--- src/rtl/oci_dct_packer.sv ---
// OCI DCT producer: packs 2-bit trace symbols into 30-bit frames and hands them
// to the frame sink through a single valid/ready output register.
module oci_dct_packer #(
  parameter int SYM_W = 2,
  parameter int SLOTS = 15
) (
  input  logic                   clk,
  input  logic                   reset,
  input  logic                   sym_valid,
  input  logic [SYM_W-1:0]       sym_data,
  output logic                   sym_ready,
  input  logic                   flush,
  input  logic                   test_ending,
  output logic [SYM_W*SLOTS-1:0] dct_buffer,
  output logic [3:0]             dct_count,
  output logic                   frm_valid,
  input  logic                   frm_ready,
  output logic [SYM_W*SLOTS-1:0] frm_data,
  output logic [3:0]             frm_count,
  output logic                   test_has_ended
);
  localparam int BUF_W = SYM_W * SLOTS;
  localparam logic [3:0] FULL = 4'(SLOTS);

  typedef enum logic [1:0] {ST_FILL, ST_FLUSH, ST_DRAIN, ST_ENDED} state_t;

  state_t           r_state;
  logic [BUF_W-1:0] r_buf;
  logic [3:0]       r_cnt;
  logic             r_frm_valid;
  logic [BUF_W-1:0] r_frm_data;
  logic [3:0]       r_frm_count;
  logic             r_ended;

  logic w_accept;
  logic w_asm_rdy;
  logic w_slot_free;
  logic w_handoff;

  // Only FILL takes symbols, and never once the assembly is full.
  assign sym_ready   = !reset && (r_state == ST_FILL) && (r_cnt != FULL);
  assign w_accept    = sym_valid && sym_ready;
  assign w_slot_free = !r_frm_valid || frm_ready;

  always_comb begin
    w_asm_rdy = 1'b0;
    case (r_state)
      ST_FILL:  w_asm_rdy = (r_cnt == FULL);
      ST_FLUSH: w_asm_rdy = (r_cnt != 4'd0);
      ST_DRAIN: w_asm_rdy = (r_cnt != 4'd0);
      default:  w_asm_rdy = 1'b0;
    endcase
  end

  assign w_handoff = w_asm_rdy && w_slot_free;

  always_ff @(posedge clk) begin
    if (reset) begin
      r_state     <= ST_FILL;
      r_buf       <= '0;
      r_cnt       <= '0;
      r_frm_valid <= 1'b0;
      r_frm_data  <= '0;
      r_frm_count <= '0;
      r_ended     <= 1'b0;
    end else begin
      if (w_accept) begin
        r_buf <= {r_buf[BUF_W-SYM_W-1:0], sym_data};
        r_cnt <= r_cnt + 4'd1;
      end
      // Accept and handoff are mutually exclusive: a ready assembly blocks sym_ready.
      if (w_handoff) begin
        r_frm_data  <= r_buf;
        r_frm_count <= r_cnt;
        r_frm_valid <= 1'b1;
        r_buf       <= '0;
        r_cnt       <= '0;
      end else if (r_frm_valid && frm_ready) begin
        r_frm_valid <= 1'b0;
      end
      if (r_state == ST_ENDED)
        r_ended <= 1'b1;

      case (r_state)
        ST_FILL: begin
          if (test_ending)  r_state <= ST_DRAIN;
          else if (flush)   r_state <= ST_FLUSH;
        end
        ST_FLUSH: begin
          if (test_ending)                     r_state <= ST_DRAIN;
          else if (r_cnt == 4'd0 || w_handoff) r_state <= ST_FILL;
        end
        ST_DRAIN: begin
          // Final partial frame first, then wait for the sink to take the last one.
          if (r_cnt == 4'd0 && w_slot_free) r_state <= ST_ENDED;
        end
        default: r_state <= ST_ENDED;
      endcase
    end
  end

  assign dct_buffer     = r_buf;
  assign dct_count      = r_cnt;
  assign frm_valid      = r_frm_valid;
  assign frm_data       = r_frm_data;
  assign frm_count      = r_frm_count;
  assign test_has_ended = r_ended;

endmodule

--- config.mk ---
export PLATFORM = sky130hd
export DESIGN_NAME = oci_dct_packer
export DESIGN_NICKNAME = d
export VERILOG_FILES = /design/src/rtl/oci_dct_packer.sv
export SDC_FILE = /design/constraint.sdc
export NUM_CORES = 1
export LEC_CHECK = 0
export ABC_CLOCK_PERIOD_IN_PS = 3950
export CAP_MARGIN = 10
export CORE_MARGIN = 5
export CORE_UTILIZATION = 62
export DETAILED_ROUTE_END_ITERATION = 16
export DONT_BUFFER_PORTS = 1
export HOLD_SLACK_MARGIN = 0.02
export PLACE_DENSITY = 0.78
export SETUP_SLACK_MARGIN = 0.4
export SLEW_MARGIN = 20
export SYNTH_ARGS = -nofsm -noshare
export SYNTH_HDL_FRONTEND = slang
export SYNTH_SLANG_ARGS = --single-unit
--- constraint.sdc ---
create_clock -name clk -period 3.95 [get_ports clk]
set_clock_uncertainty 0.15 [all_clocks]
set_input_delay 0.395 -clock clk [delete_from_list [all_inputs] [get_ports clk]]
set_output_delay 0.395 -clock clk [all_outputs]
set_load 0.03 [all_outputs]
==> qor.csv <==
metric,value,unit
critPathRequiredTime,3.99,ns
postCtsSetupBuffers,0,
use_met3,9.38,%
yosysTopAreaCellShare,50.1,%
drc,0,
maxSlewViolCount,0,
fp.dieW,78.1,um
cts_tree,done,
clk_pin_slew,0.07,ns
cp_slowest_cell,nand2_1,
max_freq,347,MHz
grt_pass1_vias,2139,
worstMarginPinSlew,1.03,ns
die_h,78.1,um
crit_path_end_kind,flop,
synth_common_cells,"nand2_1 (132), dfxtp_1 (72), a21oi_1 (39)",
fin_crit,2.88,ns
irDropWorstVdd,0.352,mV
area_delta_synth_final,5.78,%
p_per_area,504,nW/um2
syn_inst,342,
start_util,65.2,%
first_pass_iters,4,
yosysMostFrequentCell,nand2_1,
finalHoldViolCount,0,
gr-usage-met1,24.1,%
seq_area_frac_synth,50.1,%
postLayoutCellArea,3040,um2
cpPeakStageDelay,0.76,ns
die_area,6100,um2
coreArea,4410,um2
layout_setup_ws,1.07,ns
hp-class,in -> reg,
pre_cts_slack,1.08,ns
detail-route-antenna-nets,0,
grt_busiest_layer,met2,
drtIter0Drc,116,
timing.hold.ws,0.0591,ns
nets,349,
root_buffer,clkbuf_8,
rsz0062_at_grt,no,
yosysTopAreaCell,dfxtp_1,
gp_congestion,0.798,
leakagePower,0.992,nW
final_core_util,69.0,%
max_cap_viol_count,0,
antenna_found_initial,0,
via_per_inst,5.62,
drive_gt1_share,15.9,%
grt_pass1_wl,10.1,mm
syn_nets,357,
wl,6.05,mm
avgRoutedWirePerCell,15.5,um
synth_edf_count,0,
synth_seq_cells,72,
boundaryPins,79,
io_buffers,0,
path_common_cell,nand2_1,
fp-row-count,24,
worstPathArrival,2.92,ns
fin_crit_sh,73.0,%
synth_cell_types,29,
synth_area,2880,um2
fin_tns_setup,0,ns
clk_latency,0.34,ns
synthTopCellsByArea,"dfxtp_1 (50%), nand2_1 (17%), a21oi_2 (8.5%)",
maxSlewHeadroom,31.2,%
async_reset_ff_share,0,%
syn_avg_cell_area,8.41,um2
startpoint_type,flop,
via_count,2198,
grt_overflow,0,
crit_start,dct_count[0]$_SDFFE_PP0P_,
crit_chain,"ha_1, nand3_1, nor3b_2, nand2_1, nand2_1, a21oi_2",
outcome,"finished, final reports clean",
hpwl,3.91,mm
cts_sinks,72,
ys.flop_type,dfxtp_1,
setup_viol,0,
path_max_fanout,31,
grt_max_degree,39,
n_antenna_cell,0,
grt_use_total,20.6,%
cts_buffers,9,
worstHoldStart,sym_data[0],
cts_max_path_buffers,2,
r2r-start,dct_count[0]$_SDFFE_PP0P_,
use_met2,32.9,%
dpl-instance-area,2810,um2
worst-setup-path-type,reg -> reg,
h-tree-depth,3,
yosys_warnings,0,
==> critical path: cells and delay by family (launching register included) <==
kind | cells | cell delay [ns]
compound gates | 1 | 0.08
flops | 1 | 0.46
simple gates | 4 | 1.73
fa+ha+maj | 1 | 0.31
==> layout by cell type, fill, tap and decap left out <==
| cell type | netlist | layout |
|---|---|---|
| nor2b_1 | 1 | 1 |
| clkbuf_8 | 0 | 11 |
| nand2b_4 | 1 | 1 |
| nand3_2 | 1 | 1 |
| a31oi_1 | 2 | 2 |
| xor2_1 | 2 | 2 |
| dlygate4sd3_1 | 0 | 1 |
| nand2b_2 | 0 | 1 |
| a21oi_1 | 39 | 39 |
| o21ai_0 | 2 | 2 |
| nor2_2 | 1 | 1 |
| clkinvlp_4 | 0 | 2 |
| o31ai_1 | 2 | 2 |
| ha_1 | 7 | 7 |
| buf_12 | 0 | 1 |
| dfxtp_1 | 72 | 72 |
| clkinv_2 | 0 | 2 |
| nor3b_2 | 1 | 1 |
| inv_1 | 6 | 6 |
| nand2b_1 | 2 | 1 |
| xnor2_1 | 1 | 1 |
| a21oi_2 | 28 | 28 |
| nand3_1 | 1 | 1 |
| and3_1 | 1 | 1 |
| buf_4 | 1 | 3 |
| a21o_4 | 1 | 1 |
| bufinv_16 | 0 | 1 |
| and4b_1 | 1 | 1 |
| nand2_1 | 132 | 132 |
| nand4_1 | 1 | 1 |
| nor2_1 | 10 | 10 |
| o41ai_1 | 2 | 2 |
| o211ai_1 | 1 | 1 |
==> report_power, final <==
| group | total [W] | switching (W) | internal (W) |
|---|---|---|---|
| Clock | 0.000590 | 0.000266 | 0.000324 |
| Combinational | 0.000176 | 0.000127 | 0.0000490 |
| Sequential | 0.000768 | 0.0000286 | 0.000739 |
| Total | 0.00153 | 0.000422 | 0.00111 |
==> cell type report <==
cell class | count | area (um2)
tap | 52 | 65.1
timing repair buffer | 5 | 52.6
clock buffer | 11 | 151
sequential | 72 | 1440
clock inverter | 5 | 55.1
multi-input combinational | 240 | 1260
inverter | 6 | 22.5
fill | 370 | 1370
==> sequential cells by signal (all words and copies together) (netlist names) <==
register and count:
r_state 2, test_has_ended 1, dct_count 4, frm_count 4, frm_valid 1, frm_data 30
dct_buffer 30
==> through the flow <==
stage                     total power [W]  cells
after detailed placement         0.000950    373
after global routing              0.00162    391
after floorplan                  0.000941    342
after global placement           0.000949    373
final                             0.00153    391
after CTS                         0.00155    391
==> metal layers <==
layer,share of wire [%],vias to the layer above
li1,-,1084
met1,41,1021
met2,46,85
met3,11,8
met4,1.6,0
met5,0,-
==> cell families after synthesis <==
kind of cell    count (synthesis)  share of synthesized area, %
compound gates                 77                          18.0
buf+inv                        30                          6.35
fa+ha+maj                       7                          3.04
simple gates                  153                          21.6
xor+xnor                        3                         0.913
flops                          72                          50.1
==> worst paths after layout <==
| path | cells past startpoint | endpoint | slack [ns] |
|---|---|---|---|
| setup reg to reg | 6 | dct_buffer[4]$_SDFFE_PP0P_ | 1.07 |
| hold reg to reg | 2 | frm_data[16]$_SDFFE_PP0P_ | 0.46 |
| hold / removal | 2 | dct_buffer[0]$_SDFFE_PP0P_ | 0.06 |
| setup / recovery | 6 | dct_buffer[4]$_SDFFE_PP0P_ | 1.07 |
==> timing repair <==
item,in CTS,in global routing
endpoints found under the hold margin,39,0
hold buffers,2,0
resized for setup,0,0
(Power assumes the default switching activity.)
